File: config.mk
export PLATFORM = sky130hd
export DESIGN_NAME = fetch_stage
export DESIGN_NICKNAME = d
export VERILOG_FILES = /design/src/rtl/fetch_stage_pkg.sv /design/src/rtl/fetch_fifo.sv /design/src/rtl/fetch_stage.sv
export SDC_FILE = /design/constraint.sdc
export NUM_CORES = 1
export LEC_CHECK = 0
export ABC_CLOCK_PERIOD_IN_PS = 6900
export CAP_MARGIN = 10
export CELL_PAD_IN_SITES_DETAIL_PLACEMENT = 0
export CELL_PAD_IN_SITES_GLOBAL_PLACEMENT = 1
export CORE_MARGIN = 2
export CORE_UTILIZATION = 38
export CTS_CLUSTER_DIAMETER = 150
export DETAILED_ROUTE_END_ITERATION = 16
export GPL_TIMING_DRIVEN = 0
export PLACE_DENSITY = 0.91
export SYNTH_ARGS = -nofsm -noshare
export SYNTH_HDL_FRONTEND = slang
export SYNTH_SLANG_ARGS = --single-unit
File: constraint.sdc
create_clock -name clk -period 6.9 [get_ports clk]
set_clock_uncertainty 0.2 [all_clocks]
set_input_delay 1.725 -clock clk [delete_from_list [all_inputs] [get_ports clk]]
set_output_delay 1.725 -clock clk [all_outputs]
set_load 0.02 [all_outputs]
File: src/rtl/fetch_stage_pkg.sv
// Shared definitions for the instruction fetch stage.
//   INSTR_W_DEFAULT : default instruction word width
//   PC_STEP         : byte distance between sequential instructions
//   fetch_state_e   : fetch controller states
package fetch_stage_pkg;

  localparam int unsigned INSTR_W_DEFAULT = 32;
  localparam int unsigned PC_STEP         = 4;

  typedef enum logic [1:0] {
    IDLE = 2'd0,
    REQ  = 2'd1,
    WAIT = 2'd2,
    HALT = 2'd3
  } fetch_state_e;

endpackage

File: src/rtl/fetch_fifo.sv
// Two-entry instruction buffer between the fetch controller and decode.
//   clk, rst        : clock, asynchronous active-low reset
//   push, push_data : write one entry (accepted when not full, or full with pop)
//   pop             : remove the head entry (ignored when empty)
//   flush           : synchronous clear; wins over push and pop
//   valid, full     : occupancy flags
//   head            : oldest entry (content undefined when !valid)
module fetch_fifo #(
  parameter int unsigned WIDTH = 97
) (
  input  logic             clk,
  input  logic             rst,
  input  logic             push,
  input  logic [WIDTH-1:0] push_data,
  input  logic             pop,
  input  logic             flush,
  output logic             valid,
  output logic             full,
  output logic [WIDTH-1:0] head
);

  logic [WIDTH-1:0] mem [2];
  logic             rd_ptr;
  logic             wr_ptr;
  logic [1:0]       count;
  logic             do_push;
  logic             do_pop;

  always_comb begin
    do_pop  = pop && (count != 2'd0);
    // When full, the slot under wr_ptr is the head being popped this edge.
    do_push = push && ((count != 2'd2) || do_pop);
  end

  always_ff @(posedge clk or negedge rst) begin
    if (!rst) begin
      rd_ptr <= 1'b0;
      wr_ptr <= 1'b0;
      count  <= 2'd0;
    end else if (flush) begin
      rd_ptr <= 1'b0;
      wr_ptr <= 1'b0;
      count  <= 2'd0;
    end else begin
      if (do_push) wr_ptr <= ~wr_ptr;
      if (do_pop)  rd_ptr <= ~rd_ptr;
      count <= count + 2'(do_push) - 2'(do_pop);
    end
  end

  always_ff @(posedge clk) begin
    if (do_push && !flush) mem[wr_ptr] <= push_data;
  end

  assign valid = (count != 2'd0);
  assign full  = (count == 2'd2);
  assign head  = mem[rd_ptr];

endmodule

File: src/rtl/fetch_stage.sv
// Instruction fetch stage: issues one instruction-memory request at a time
// from the PC held in the register file, buffers responses in a 2-entry
// FIFO for decode, and advances or redirects the PC through pc_wr.
//   clk, rst                     : clock, asynchronous active-low reset
//   pc_in                        : current PC (valid the cycle after pc_wr)
//   pc_wr, pc_wr_data            : PC update strobe and value
//   imem_req_valid/ready/addr    : instruction memory request
//   imem_rsp_valid/data/err      : instruction memory response
//   redirect_valid, redirect_pc  : control-flow redirect
//   instr_valid/ready/data/pc/fault : buffered instruction to decode
module fetch_stage
  import fetch_stage_pkg::*;
#(
  parameter int unsigned DATA_W  = 64,
  parameter int unsigned INSTR_W = INSTR_W_DEFAULT
) (
  input  logic               clk,
  input  logic               rst,
  input  logic [DATA_W-1:0]  pc_in,
  output logic               pc_wr,
  output logic [DATA_W-1:0]  pc_wr_data,
  output logic               imem_req_valid,
  input  logic               imem_req_ready,
  output logic [DATA_W-1:0]  imem_req_addr,
  input  logic               imem_rsp_valid,
  input  logic [INSTR_W-1:0] imem_rsp_data,
  input  logic               imem_rsp_err,
  input  logic               redirect_valid,
  input  logic [DATA_W-1:0]  redirect_pc,
  output logic               instr_valid,
  input  logic               instr_ready,
  output logic [INSTR_W-1:0] instr_data,
  output logic [DATA_W-1:0]  instr_pc,
  output logic               instr_fault
);

  localparam int unsigned ENTRY_W = DATA_W + INSTR_W + 1;

  fetch_state_e       state_q, state_d;
  logic               drop_q, drop_d;
  logic [DATA_W-1:0]  req_pc_q, req_pc_d;
  logic               pc_wr_q, pc_wr_d;
  logic [DATA_W-1:0]  pc_wr_data_q, pc_wr_data_d;

  logic               req_fire;
  logic               fifo_push;
  logic               fifo_flush;
  logic               fifo_pop;
  logic               fifo_valid;
  logic               fifo_full;
  logic [ENTRY_W-1:0] fifo_head;
  logic [ENTRY_W-1:0] push_entry;

  // pc_in is stale while a PC write is being pulsed, so a request waits
  // out that cycle. Decoded only from registered state.
  assign imem_req_valid = (state_q == REQ) && !pc_wr_q && !fifo_full;
  assign imem_req_addr  = imem_req_valid ? pc_in : '0;
  assign req_fire       = imem_req_valid && imem_req_ready;

  assign pc_wr      = pc_wr_q;
  assign pc_wr_data = pc_wr_data_q;

  assign push_entry = {req_pc_q, imem_rsp_data, imem_rsp_err};

  always_comb begin
    state_d      = state_q;
    drop_d       = drop_q;
    req_pc_d     = req_pc_q;
    pc_wr_d      = 1'b0;
    pc_wr_data_d = pc_wr_data_q;
    fifo_push    = 1'b0;
    fifo_flush   = 1'b0;

    unique case (state_q)
      IDLE: state_d = REQ;
      REQ: begin
        if (req_fire) begin
          req_pc_d = pc_in;
          state_d  = WAIT;
        end
      end
      WAIT: begin
        if (imem_rsp_valid) begin
          if (drop_q) begin
            drop_d  = 1'b0;
            state_d = REQ;
          end else if (imem_rsp_err) begin
            fifo_push = 1'b1;
            state_d   = HALT;
          end else begin
            fifo_push    = 1'b1;
            pc_wr_d      = 1'b1;
            pc_wr_data_d = req_pc_q + DATA_W'(PC_STEP);
            state_d      = REQ;
          end
        end
      end
      HALT: state_d = HALT;
      default: state_d = IDLE;
    endcase

    // A redirect overrides everything above. If a request is still in
    // flight afterwards, its response must be swallowed via the drop flag.
    if (redirect_valid && (state_q != IDLE)) begin
      fifo_flush   = 1'b1;
      fifo_push    = 1'b0;
      pc_wr_d      = 1'b1;
      pc_wr_data_d = redirect_pc;
      if (((state_q == WAIT) && !imem_rsp_valid) || ((state_q == REQ) && req_fire)) begin
        state_d = WAIT;
        drop_d  = 1'b1;
      end else begin
        state_d = REQ;
        drop_d  = 1'b0;
      end
    end
  end

  always_ff @(posedge clk or negedge rst) begin
    if (!rst) begin
      state_q      <= IDLE;
      drop_q       <= 1'b0;
      req_pc_q     <= '0;
      pc_wr_q      <= 1'b0;
      pc_wr_data_q <= '0;
    end else begin
      state_q      <= state_d;
      drop_q       <= drop_d;
      req_pc_q     <= req_pc_d;
      pc_wr_q      <= pc_wr_d;
      pc_wr_data_q <= pc_wr_data_d;
    end
  end

  assign fifo_pop = instr_valid && instr_ready;

  fetch_fifo #(
    .WIDTH(ENTRY_W)
  ) u_fifo (
    .clk      (clk),
    .rst      (rst),
    .push     (fifo_push),
    .push_data(push_entry),
    .pop      (fifo_pop),
    .flush    (fifo_flush),
    .valid    (fifo_valid),
    .full     (fifo_full),
    .head     (fifo_head)
  );

  assign instr_valid = fifo_valid;
  assign instr_pc    = fifo_valid ? fifo_head[ENTRY_W-1 -: DATA_W] : '0;
  assign instr_data  = fifo_valid ? fifo_head[INSTR_W:1] : '0;
  assign instr_fault = fifo_valid ? fifo_head[0] : 1'b0;

endmodule

Word-level counts from Yosys, hierarchy flattened --
Memory sizes are Yosys's and may differ from the RTL's. Cells that the tools add are included. W data, S select, Z words.
Storage, ports and cells: input bits 167, latch bits 0, flip-flop bits (word level) 136, RAM bits 194, ROM bits 0, logic and storage cells 87, memories kept 1
Memories:
- u_fifo.mem | depth 2, width 97, read ports 1, clocked after Yosys merged registers in 0, write ports 1, line fetch_fifo.sv:22 | logic [WIDTH-1:0] mem [2];
Cells by class: reduce and logical (&&, ||, !) cells 27, $lt $le $gt $ge 0, divide/modulo/power cells 0, muxes and demuxes 37, $mul 0, equality and inequality tests 9, add/sub/neg operators 3, bitwise gates (word level) 2, shifts and indexed selects 0
Operators with widths (number):
- $mux W64 | 7
- $add A64 B3 Y64 const B | 1
- $mux W32 | 1
- $mux W1 | 21
- $mux W2 | 7
- $reduce_bool A2 Y1 | 6
- $logic_and A1 B1 Y1 | 10
- $pmux W2 S4 | 1
- $eq A2 B2 Y1 const B | 3
- $reduce_and A2 Y1 | 3
- $logic_not A1 Y1 | 4
- $ne A2 B1 Y1 const B | 2
- $reduce_and A4 Y1 | 1
- $ne A3 B2 Y1 const B | 1
- $ne A3 B3 Y1 const B | 1
- $add A2 B1 Y2 | 1
- $eq A2 B1 Y1 const B | 1
- $logic_not A2 Y1 | 1
- $logic_or A1 B1 Y1 | 2
- $ne A2 B2 Y1 const B | 1
- $not A1 Y1 | 2
- $sub A2 B1 Y2 | 1

Depth between registers and ports, before layout --
Gate-level depths: netlist of run 1.
depth after elaboration 8, gate-level depth with buffers 9, mapped depth without buffers 9

Modules after synthesis --
Synthesis of run 1 repeated with hierarchy kept, for this count alone.
Second synthesis, totals: cells, all modules 1106, area total of the unflattened synthesis 14945.6 µm²
Modules (own cells, without submodules):
- fetch_stage | area each 7623.6 µm², cells each 777, instances 1, sequential area each 3303.2 µm²
- fetch_fifo | area each 7322.0 µm², cells each 329, instances 1, sequential area each 5925.7 µm²

Worst setup path after synthesis of run 1 --
No wires, ideal clock.
path type input to register, start input imem_rsp_valid, end memory u_fifo.mem[0][0], enable pin, setup time 565 ps, path buffers 0, required time 6135 ps, slack -607 ps, arrival 6742 ps, cell stages on the path 4, cells stage by stage nor4bb_1 -> o21a_1 -> and2_1 -> nor2b_1
Between the ends: longest elaborated chain between the ends 7
RTL lines:
- from (decl) | line fetch_stage.sv:25 | input logic imem_rsp_valid,
- $mux W1 | line fetch_stage.sv:83 | if (imem_rsp_valid) begin
- $mux W1 | line fetch_stage.sv:74 | unique case (state_q)
- $mux W1 | line fetch_stage.sv:104 | if (redirect_valid && (state_q != IDLE)) begin
- $logic_and A1 B1 Y1 | line fetch_fifo.sv:32 | do_push = push && ((count != 2'd2) || do_pop);
- $logic_and A1 B1 Y1 | line fetch_fifo.sv:52 | if (do_push && !flush) mem[wr_ptr] <= push_data;
- $mux W1 | line fetch_fifo.sv:52
- $mux W1 (implied by the code) | line fetch_fifo.sv:52
- to (decl) | line fetch_fifo.sv:22
Every way passes these cells.

Final worst setup path of run 1 --
start register u_fifo.rd_ptr, end output instr_data[28]
Between the ends: longest elaborated chain between the ends 2
RTL lines:
- from (decl) | line fetch_fifo.sv:23 | logic rd_ptr;
- from (signal assigned) | line fetch_fifo.sv:46 | if (do_pop) rd_ptr <= ~rd_ptr;
- $mem_v2 Z2 W97
- $mux W32 | line fetch_stage.sv:153 | assign instr_data = fifo_valid ? fifo_head[INSTR_W:1] : '0;
- to (decl) | line fetch_stage.sv:32 | output logic [INSTR_W-1:0] instr_data,
Every way passes these cells.

==> results of run 1 <==
## cells by family after synthesis
| logic type | after synthesis |
|---|---|
| AND/OR/NAND/NOR | 404 |
| flip-flops | 330 |
| multiplexers | 162 |
| AO/OA/AOI/OAI | 142 |
| buffers and inverters | 78 |
| XOR/XNOR | 58 |
| adder cells (fa/ha/maj) | 3 |
## power breakdown
group	switching, mW	total, mW	internal [mW]
sequential	0.480	3.05	2.57
combinational	2.18	3.98	1.81
clock	0.783	1.97	1.18
total	3.44	9.00	5.56
## cell type report
cell class	instances	area [µm²]	area share [%]
Timing Repair Buffer	399	4060	19.8
Clock inverter	20	205	1.00
Sequential cell	330	9230	45.0
Buffer	71	288	1.40
Antenna cell	3	7.51	0.0366
Multi-Input combinational cell	769	5060	24.7
Inverter	7	26.3	0.128
Clock buffer	47	1010	4.90
Tap cell	511	639	3.11
## worst register-to-register path, cell delays in order, from the launching register on
cell      delay [ns]
dfrtp_1         0.36
clkbuf_1        0.18
o21ai_1         0.69
clkbuf_1        0.53
clkbuf_1        0.54
and3_4          0.81
buf_16          0.36
## stage by stage
stage	hold WS [ns]	setup TNS, ns
floorplan	0.258	0
global placement	0.268	-573.37
detailed placement	0.275	0
CTS	0.288	0
global route	0.314	0
finish	0.287	0
## flip-flops by register name, summed over array words and instances (netlist names)
name / cells
drop_q: 1
pc_wr: 1
pc_wr_data: 64
req_pc_q: 64
state_q: 2
u_fifo.count: 2
u_fifo.mem: 194
u_fifo.rd_ptr: 1
u_fifo.wr_ptr: 1
## synthesized netlist by cell type, drive strengths merged, types with 5 or more instances
| master | instances | area share (%) |
|---|---|---|
| a21oi | 49 | 1.7 |
| a31oi | 5 | 0.21 |
| and2 | 68 | 2.9 |
| and3 | 23 | 0.99 |
| buf | 23 | 0.74 |
| clkbuf | 48 | 1.2 |
| dfrtp | 136 | 23 |
| edfxtp | 194 | 40 |
| inv | 7 | 0.18 |
| mux2 | 64 | 4.9 |
| mux2i | 98 | 6.7 |
| nand2 | 60 | 1.5 |
| nand3 | 25 | 0.93 |
| nand4 | 19 | 0.92 |
| nor2 | 156 | 4.0 |
| nor3 | 27 | 0.99 |
| nor4 | 11 | 0.81 |
| o21ai | 54 | 1.9 |
| o22ai | 23 | 0.99 |
| xnor2 | 42 | 2.5 |
| xor2 | 16 | 0.96 |
## per-layer routing
metal | vias up | share of wire, % | wire [µm]
li1 | 5113 | - | -
met1 | 5442 | 40 | 19300
met3 | 90 | 8.2 | 3930
met2 | 446 | 48 | 23300
met5 | - | 0.066 | 32
met4 | 4 | 3.2 | 1560
## worst min-delay path by stage
stage	endpoint	cells after the start	from
3_5_place_dp	u_fifo.mem[0][33]	0	req_pc_q[0]
3_3_place_gp	u_fifo.mem[1][33]	0	req_pc_q[0]
6_report	u_fifo.mem[0][33]	0	req_pc_q[0]
5_1_grt	u_fifo.mem[1][33]	0	req_pc_q[0]
4_1_cts	u_fifo.mem[0][33]	0	req_pc_q[0]
2_1_floorplan	u_fifo.mem[0][33]	0	req_pc_q[0]
==> metrics, run 1 <==
final cell count without fillers 2157; Peak VDD IR 0.243 mV; Levels on crit path 6; Bufs and invs on worst path 4; GRT Overall Usage about a quarter; Initial Util around two fifths; reg2reg start state_q[0]; critical path type flop to output pin; CTS tree done; Clock Path Buffers 3; mux share of post-synthesis cell area 11.7%; Starting DRT DRC Count 750; Critical path destination instr_data[28]; antenna viol nets, final 0; Worst-Skew Late Latency around 0.52 ns; Arrival @ worst endpoint 3.69 ns; largest net degree at the start of global routing 88; core area 0.0378 mm²; worst min-delay path category flop to flop; grt peak-use layer met2; clock sink count 330; CP cell instances clkbuf_1 -> buf_2 -> buf_1 -> mux2i_1 -> nor2_1 -> clkdlybuf4s50_1; Setup-failing EPs final 0; average cell area after synthesis roughly 12 µm²; Synth cell types 45; total power density per cell area between 400 and 500 mW/mm²; complex-gate fraction of the synthesized area 5.34%; die area 0.0400 mm²; CP Max Fanout 10; Crit-path slowest cell clkbuf_1; die height 200 µm; grt met2 use ~40%; post_cts resized 0; delay-heaviest family, CP buffers and inverters; R2R cell count 6; H-tree depth 2; final hold violations 0; Crit. Startpoint u_fifo.rd_ptr; most common cell after layout, fill and taps aside clkdlybuf4s50_1; status finished clean; crit start category flop; final net count roughly 1800; syn_nets 1347; synthesized area 0.0146 mm²; clock period minus worst slack 5.61 ns; CTS Hold Buffers Added 0; Finished Core Util between 50% and 60%; GRT overflow 0; Fillers 3156; vias in the first global route 11100; grt met3 use 5.76%; RSZ-0062 raised after global routing false; met1 Use GR 29.5%; most frequent cells in the layout clkdlybuf4s50_1 (393), edfxtp_1 (194), nor2_1 (156); cell row count 71; Die Wd 200 µm; cell area after layout 0.0205 mm²; DR DRC count 0; Syn. warnings 0; buffers added on ports approximately 390; final worst setup slack 1.29 ns; Inst Count DP ~2100; EDFF count, synth slightly below 200; simple-gate share of the synthesized area 13.9%; setup slack, reg-to-reg 2.89 ns; GP Congestion 0.836; share of layout cells above drive strength 1 8.89%; Num CTS Buffers 37; I/O Pins 395; Adder-Cell Fraction of Synth Area 0.257%; post-DR wirelength/cell 22.3 µm; fin. max-slew vios 0; LEAKAGE 7.25 nW; clock slew at reported path FFs 0.06 ns; critical path's largest stage delay a little over 0.7 ns; Final Power 9.00 mW; largest family of logic cells by synthesized area simple AND/OR/NAND/NOR gates; asr flop ratio synth between 40% and 50%; post-route clock period utilization 81.4%; pre-CTS WS 1.32 ns; hpwl dp 35.1 mm; max-capacitance violation count 0; global-route wire length before repair 69.0 mm; area post-placement 0.0193 mm²; post-synthesis sequential element count 330; clk root buf clkbuf_16; fmax about 0.18 GHz; Slew headroom between 15 and 20%; Post-synth top flop edfxtp_1; Least-Margin Pin Slew 1.25 ns; first-pass iteration count of the detailed router 5; initial antenna violation count 7; Worst EP required slightly below 5 ns; post-CTS setup buffers 0; area grow syn2layout 40.6%; vias per inst 5.14; FF-to-FF End u_fifo.mem[1][79]; Seq/Total Area, Yosys between 60 and 70%; final wirelength 48.1 mm; Mapped Cells 1177; post-synthesis xor/xnor area fraction around 3.5%; routed vias 11100; Setup crit end kind output pin
Power figures use the tool's default switching activity.
==> run 2, diff against run 1 <==
--- a/config.mk
+++ b/config.mk
@@ -5,16 +5,16 @@
 export SDC_FILE = /design/constraint.sdc
 export NUM_CORES = 1
 export LEC_CHECK = 0
-export ABC_CLOCK_PERIOD_IN_PS = 6900
+export ABC_CLOCK_PERIOD_IN_PS = 5100
 export CAP_MARGIN = 10
 export CELL_PAD_IN_SITES_DETAIL_PLACEMENT = 0
 export CELL_PAD_IN_SITES_GLOBAL_PLACEMENT = 1
 export CORE_MARGIN = 2
-export CORE_UTILIZATION = 38
+export CORE_UTILIZATION = 35
 export CTS_CLUSTER_DIAMETER = 150
 export DETAILED_ROUTE_END_ITERATION = 16
 export GPL_TIMING_DRIVEN = 0
-export PLACE_DENSITY = 0.91
+export PLACE_DENSITY = 0.88
 export SYNTH_ARGS = -nofsm -noshare
 export SYNTH_HDL_FRONTEND = slang
 export SYNTH_SLANG_ARGS = --single-unit
==> constraint.sdc (replaced) <==
create_clock -name clk -period 5.1 [get_ports clk]
set_clock_uncertainty 0.2 [all_clocks]
set_input_delay 1.275 -clock clk [delete_from_list [all_inputs] [get_ports clk]]
set_output_delay 1.275 -clock clk [all_outputs]
set_load 0.02 [all_outputs]
==> metrics, run 2 (same netlist as run 1, synthesis figures left out) <==
Starting DRT DRC Count 596; Die Wd 208 µm; CTS Hold Buffers Added 0; max reg flops a little under 200; hpwl dp 35.7 mm; Clock Path Buffers 3; worst min-delay path category flop to flop; most frequent cells in the layout clkdlybuf4s50_1 (393), edfxtp_1 (194), nor2_1 (155); most common cell after layout, fill and taps aside clkdlybuf4s50_1; cell area after layout 0.0206 mm²; Biggest register u_fifo.mem; routed vias 11100; pre-CTS WS -0.264 ns; GRT Overall Usage 22.6%; H-tree depth 2; largest net degree at the start of global routing ~70; critical path type flop to output pin; Final Power 12.3 mW; status finished clean; post-DR wirelength/cell around 23 µm; GRT overflow 0; DR DRC count 0; global-route wire length before repair 72.3 mm; total power density per cell area 597 mW/mm²; Worst-Skew Late Latency 0.55 ns; final wirelength 49.3 mm; cell row count 74; I/O Pins 395; vias per inst slightly above 5; post-route clock period utilization 96.2%; max-capacitance violation count 0; fin. max-slew vios 0; Inst Count DP 2109; GP Congestion 0.832; clock sink count 330; area post-placement a little under 0.02 mm²; Initial Util between 30 and 40%; Worst EP required 3.62 ns; clock slew at reported path FFs 0.06 ns; Setup crit end kind output pin; clk root buf clkbuf_16; final net count around 1800; fmax 0.204 GHz; area grow syn2layout 41.2%; vias in the first global route 11300; final worst setup slack 0.193 ns; CTS tree done; Num CTS Buffers 36; antenna viol nets, final 0; TNS Setup 0 ns; Fillers 3612; share of layout cells above drive strength 1 9.20%; clock period minus worst slack 4.91 ns; RSZ-0062 raised after global routing false; core area 0.0410 mm²; Hold Path Cell Cnt 0; LEAKAGE 7.26 nW; first-pass iteration count of the detailed router 5; Least-Margin Pin Slew 1.17 ns; R2R cell count 6; Peak VDD IR slightly below 0.3 mV; final hold violations 0; Setup-failing EPs final 0; die height 208 µm; initial antenna violation count 3; final cell count without fillers 2177; crit start category flop; Arrival @ worst endpoint 3.43 ns; Slew headroom 22.1%; buffers added on ports 394; CP Max Fanout 10; die area 0.0433 mm²
run 2: cell types whose count changed in the layout (fill, tap and decap cells not counted), sizes merged:
cell / previous run / this run
clkinv: 14 / 7
inv: 8 / 9
bufinv: 4 / 5
clkinvlp: 1 / 4
clkbuf: 95 / 94
diode: 3 / 4
buf: 29 / 30
run 2: what timing repair did:
| action | in CTS | in global routing |
|---|---|---|
| cloned | 0 | 0 |
| buffers inserted | 0 | 0 |
| setup endpoints to repair | 11 | 28 |
| gates resized for setup | 0 | 1 |
run 2: stage by stage:
stage / util [%] / hold slack (ns)
finish: 50.2 / 0.309
global placement: 46.8 / 0.269
detailed placement: 47.2 / 0.289
CTS: 50.2 / 0.303
global route: 50.2 / 0.318
floorplan: - / 0.258
run 2: worst paths after layout:
path,start,to,slack (ns)
worst max-delay path,u_fifo.rd_ptr,instr_data[26],0.19
worst min-delay path,req_pc_q[0],u_fifo.mem[0][33],0.31
worst max register to register,state_q[0],u_fifo.mem[1][77],0.68
worst min register to register,req_pc_q[0],u_fifo.mem[0][33],0.31
max in group asynchronous,rst,pc_wr_data[57],3.33
min in group asynchronous,rst,req_pc_q[26],0.52
run 2: where the power goes:
part	switching (mW)	internal, mW	leakage (nW)	total, mW
sequential	0.680	3.47	3.35	4.15
combinational	2.95	2.47	3.32	5.42
clock	1.09	1.64	0.588	2.73
total	4.72	7.58	7.26	12.3
run 2: layer usage:
layer	track usage, %	share of wire, %	vias up
li1	-	-	5103
met1	28.8	42	5448
met2	38.0	48	453
met3	5.40	7.5	74
met4	6.87	2.5	2
met5	0	0.034	-
run 2: worst max-delay path: stages, from the launching register on:
cell and delay [ns]:
dfrtp_1 0.79, buf_2 0.44, buf_1 0.70, mux2i_1 0.20
nor2_1 0.13, clkdlybuf4s50_1 0.61
run 2: cell type report:
class / count / area (µm²) / share of cell area, %
Multi-Input combinational cell: 769 / 5070 / 24.6
Buffer: 70 / 284 / 1.38
Sequential cell: 330 / 9230 / 44.8
Clock buffer: 47 / 992 / 4.82
Clock inverter: 18 / 243 / 1.18
Inverter: 7 / 26.3 / 0.128
Timing Repair Buffer: 400 / 4090 / 19.8
Tap cell: 532 / 666 / 3.23
Antenna cell: 4 / 10.0 / 0.0486
==> run 3, diff against run 2 <==
--- a/config.mk
+++ b/config.mk
@@ -5,16 +5,18 @@
 export SDC_FILE = /design/constraint.sdc
 export NUM_CORES = 1
 export LEC_CHECK = 0
-export ABC_CLOCK_PERIOD_IN_PS = 5100
+export ABC_CLOCK_PERIOD_IN_PS = 4760
 export CAP_MARGIN = 10
 export CELL_PAD_IN_SITES_DETAIL_PLACEMENT = 0
 export CELL_PAD_IN_SITES_GLOBAL_PLACEMENT = 1
 export CORE_MARGIN = 2
-export CORE_UTILIZATION = 35
+export CORE_UTILIZATION = 39
 export CTS_CLUSTER_DIAMETER = 150
 export DETAILED_ROUTE_END_ITERATION = 16
 export GPL_TIMING_DRIVEN = 0
-export PLACE_DENSITY = 0.88
+export PLACE_DENSITY = 0.91
 export SYNTH_ARGS = -nofsm -noshare
 export SYNTH_HDL_FRONTEND = slang
+export SYNTH_HIERARCHICAL = 1
 export SYNTH_SLANG_ARGS = --single-unit
+export TNS_END_PERCENT = 20
==> constraint.sdc (replaced) <==
create_clock -name clk -period 4.76 [get_ports clk]
set_clock_uncertainty 0.2 [all_clocks]
set_input_delay 1.19 -clock clk [delete_from_list [all_inputs] [get_ports clk]]
set_output_delay 1.19 -clock clk [all_outputs]
set_load 0.02 [all_outputs]
==> metrics, run 3 <==
status finished clean; Arrival @ worst endpoint 3.20 ns; Inst Count DP 2024; Mapped Cells 1106; GRT Overall Usage 22.6%; Die Wd 200 µm; final wirelength 45.9 mm; Worst-Skew Late Latency 0.52 ns; first-pass iteration count of the detailed router 5; Initial Util 39.7%; Biggest register u_fifo/mem; Sw Ratio 34.0%; R2R cell count 8; TNS Setup 0 ns; buffers added on ports 393; GRT overflow 0; pre-CTS WS -0.0302 ns; antenna viol nets, final 0; FF-to-FF End u_fifo/mem[1][79]; Crit. Startpoint u_fifo/count[0]; max-capacitance violation count 0; grt met3 use 6.10%; Synth cell types 58; NetSw 3.63 mW; GP Congestion between 0.8 and 0.9; asr flop ratio synth 41.2%; reg2reg start state_q[1]; synthesized area 0.0149 mm²; final cell count without fillers 2094; post-synthesis sequential element count 330; share of layout cells above drive strength 1 12.7%; die area 0.0399 mm²; largest net degree at the start of global routing between 70 and 80; RSZ-0062 raised after global routing true; Hold Path Sink u_fifo/mem[1][34]; Pint ~7 mW; Least-Margin Pin Slew 0.928 ns; grt peak-use layer met2; critical path's largest stage delay approximately 0.6 ns; H-tree depth 2; area grow syn2layout 40.9%; Num CTS Buffers 36; hpwl dp 34.3 mm; Syn. warnings 6; Fin Hold WS 0.305 ns; most common cell after layout, fill and taps aside clkdlybuf4s50_1; crit start category flop; CTS Hold Buffers Added 0; Setup crit end kind output pin; met1 Use GR 28.3%; final hold violations 0; delay-heaviest family, CP buffers and inverters; grt met2 use 38.7%; total power density per cell area just over 500 mW/mm²; most common cell in the netlist edfxtp_1; Post-synth top flop edfxtp_1; global-route wire length before repair 66.8 mm; clk root buf clkbuf_16; setup slack, reg-to-reg 1.08 ns; vias in the first global route approximately 11000; worst min-delay path category flop to flop; Fillers between 3000 and 4000; critical path type flop to output pin; Worst EP required 3.37 ns; Multi-input gate area ~0.0055 mm²; part of the power in combinational logic 32.1%; Seq pwr share approximately 42%; post-route clock period utilization 96.4%; Hold Path Cell Cnt 0; initial antenna violation count 7; CTS tree done; Bufs and invs on worst path 5; clock period minus worst slack approximately 4.6 ns; top cell type's share of synthesized area about two fifths; clock sink count 330; clock slew at reported path FFs 0.06 ns; EDFF count, synth between 150 and 200; DR DRC count 0; LEAKAGE 7.65 nW; final net count 1721; top post-synthesis cells by count edfxtp_1 (194), and2_1 (166), dfrtp_1 (136); most frequent cells in the layout clkdlybuf4s50_1 (392), edfxtp_1 (194), and2_1 (166); I/O Pins just under 400; routed vias 10700; Hold Path Origin req_pc_q[1]; total area of sequential cells a little over 0.009 mm²; fin. max-slew vios 0; Setup-failing EPs final 0; fmax between 0.2 and 0.25 GHz; Slew headroom between 30% and 40%; max reg flops 194; post-DR wirelength/cell ~22 µm; Crit-path slowest cell clkdlybuf4s50_1; final worst setup slack 0.173 ns; die height 200 µm; vias per inst roughly 5; Peak VDD IR 0.331 mV; cell row count 71; CP Max Fanout 10; syn_nets ~1300; Area contributors post-synth edfxtp_1 (39%), dfrtp_1 (23%), and2_1 (6.9%), mux2_1 (5.9%), mux2_2 (4.9%); Seq/Total Area, Yosys roughly three fifths; clock share of power 25.7%; most area-hungry cell type in the Yosys netlist edfxtp_1; CP cell instances nand2b_1 -> inv_1 -> nor4b_4 -> clkbuf_2 -> buf_16 -> buf_1 -> and2_1 -> clkdlybuf4s50_1; core area 0.0377 mm²; average cell area after synthesis 13.5 µm²; Starting DRT DRC Count 465; Clock Path Buffers 3
## run 3: changes by cell type in the layout (fill, tap and decap cells not counted), sizes merged, moves of 26 or more
cell	change
and2	+98
mux2i	-95
nor2	-126
nand2	-26
a22oi	+49
mux2	+99
a21oi	-37
## run 3: power groups by stage
stage	clock, mW	combinational, mW	sequential [mW]
2_1_floorplan	0	1.51	4.64
3_3_place_gp	0	3.35	4.50
3_5_place_dp	0	3.44	4.54
4_1_cts	2.82	3.47	4.50
5_1_grt	2.93	3.67	4.60
6_report	2.74	3.43	4.51
## run 3: worst max path at each step
stage                                   end  cells after the start  slack, ns
after floorplan            u_fifo/mem[1][0]                      6      -0.27
after global placement        u_fifo/rd_ptr                      1      -3.76
after detailed placement  imem_req_addr[25]                      8      -0.03
after CTS                 imem_req_addr[25]                      8       0.02
after global routing      imem_req_addr[21]                      8      -0.01
final                     imem_req_addr[35]                      8       0.17
## run 3: cells by family after synthesis
kind of cell               count (synthesis)  synth area share, %
AOI/OAI and AO/OA                        139                 6.02
xor gates and xnor gates                  55                 3.22
adders and majority gates                  2                0.167
buffers and inverters                     72                 2.12
DFF                                      330                 61.7
muxes                                    166                 13.0
and+or+nand+nor                          342                 13.7
## run 3: repair_timing
item | in CTS | in global routing
setup endpoints to repair | 44 | 6
pin swaps | 1 | 0
setup buffers | 1 | 0
gates resized for setup | 2 | 3
hold endpoints to repair | 0 | 0
## run 3: routing by layer
| metal | share of wire [%] | vias up |
|---|---|---|
| met5 | 0.028 | - |
| li1 | - | 4954 |
| met2 | 49 | 348 |
| met3 | 7.8 | 58 |
| met1 | 41 | 5324 |
| met4 | 2.1 | 2 |
## run 3: cell type report
| type | count | share of cell area, % |
|---|---|---|
| Antenna cell | 6 | 0.0713 |
| Buffer | 62 | 1.50 |
| Clock buffer | 53 | 4.78 |
| Clock inverter | 10 | 0.642 |
| Inverter | 10 | 0.178 |
| Multi-Input combinational cell | 704 | 25.9 |
| Sequential cell | 330 | 43.8 |
| Tap cell | 511 | 3.04 |
| Timing Repair Buffer | 408 | 20.1 |
## run 3: through the flow
stage | cell area (µm²) | total power, mW | utilization (%)
finish | 21100 | 10.7 | 55.9
global route | 21100 | 11.2 | 55.9
CTS | 21000 | 10.8 | 55.9
detailed placement | 19900 | 7.98 | 52.8
global placement | 19600 | 7.85 | 52.0
floorplan | 15000 | 6.15 | -
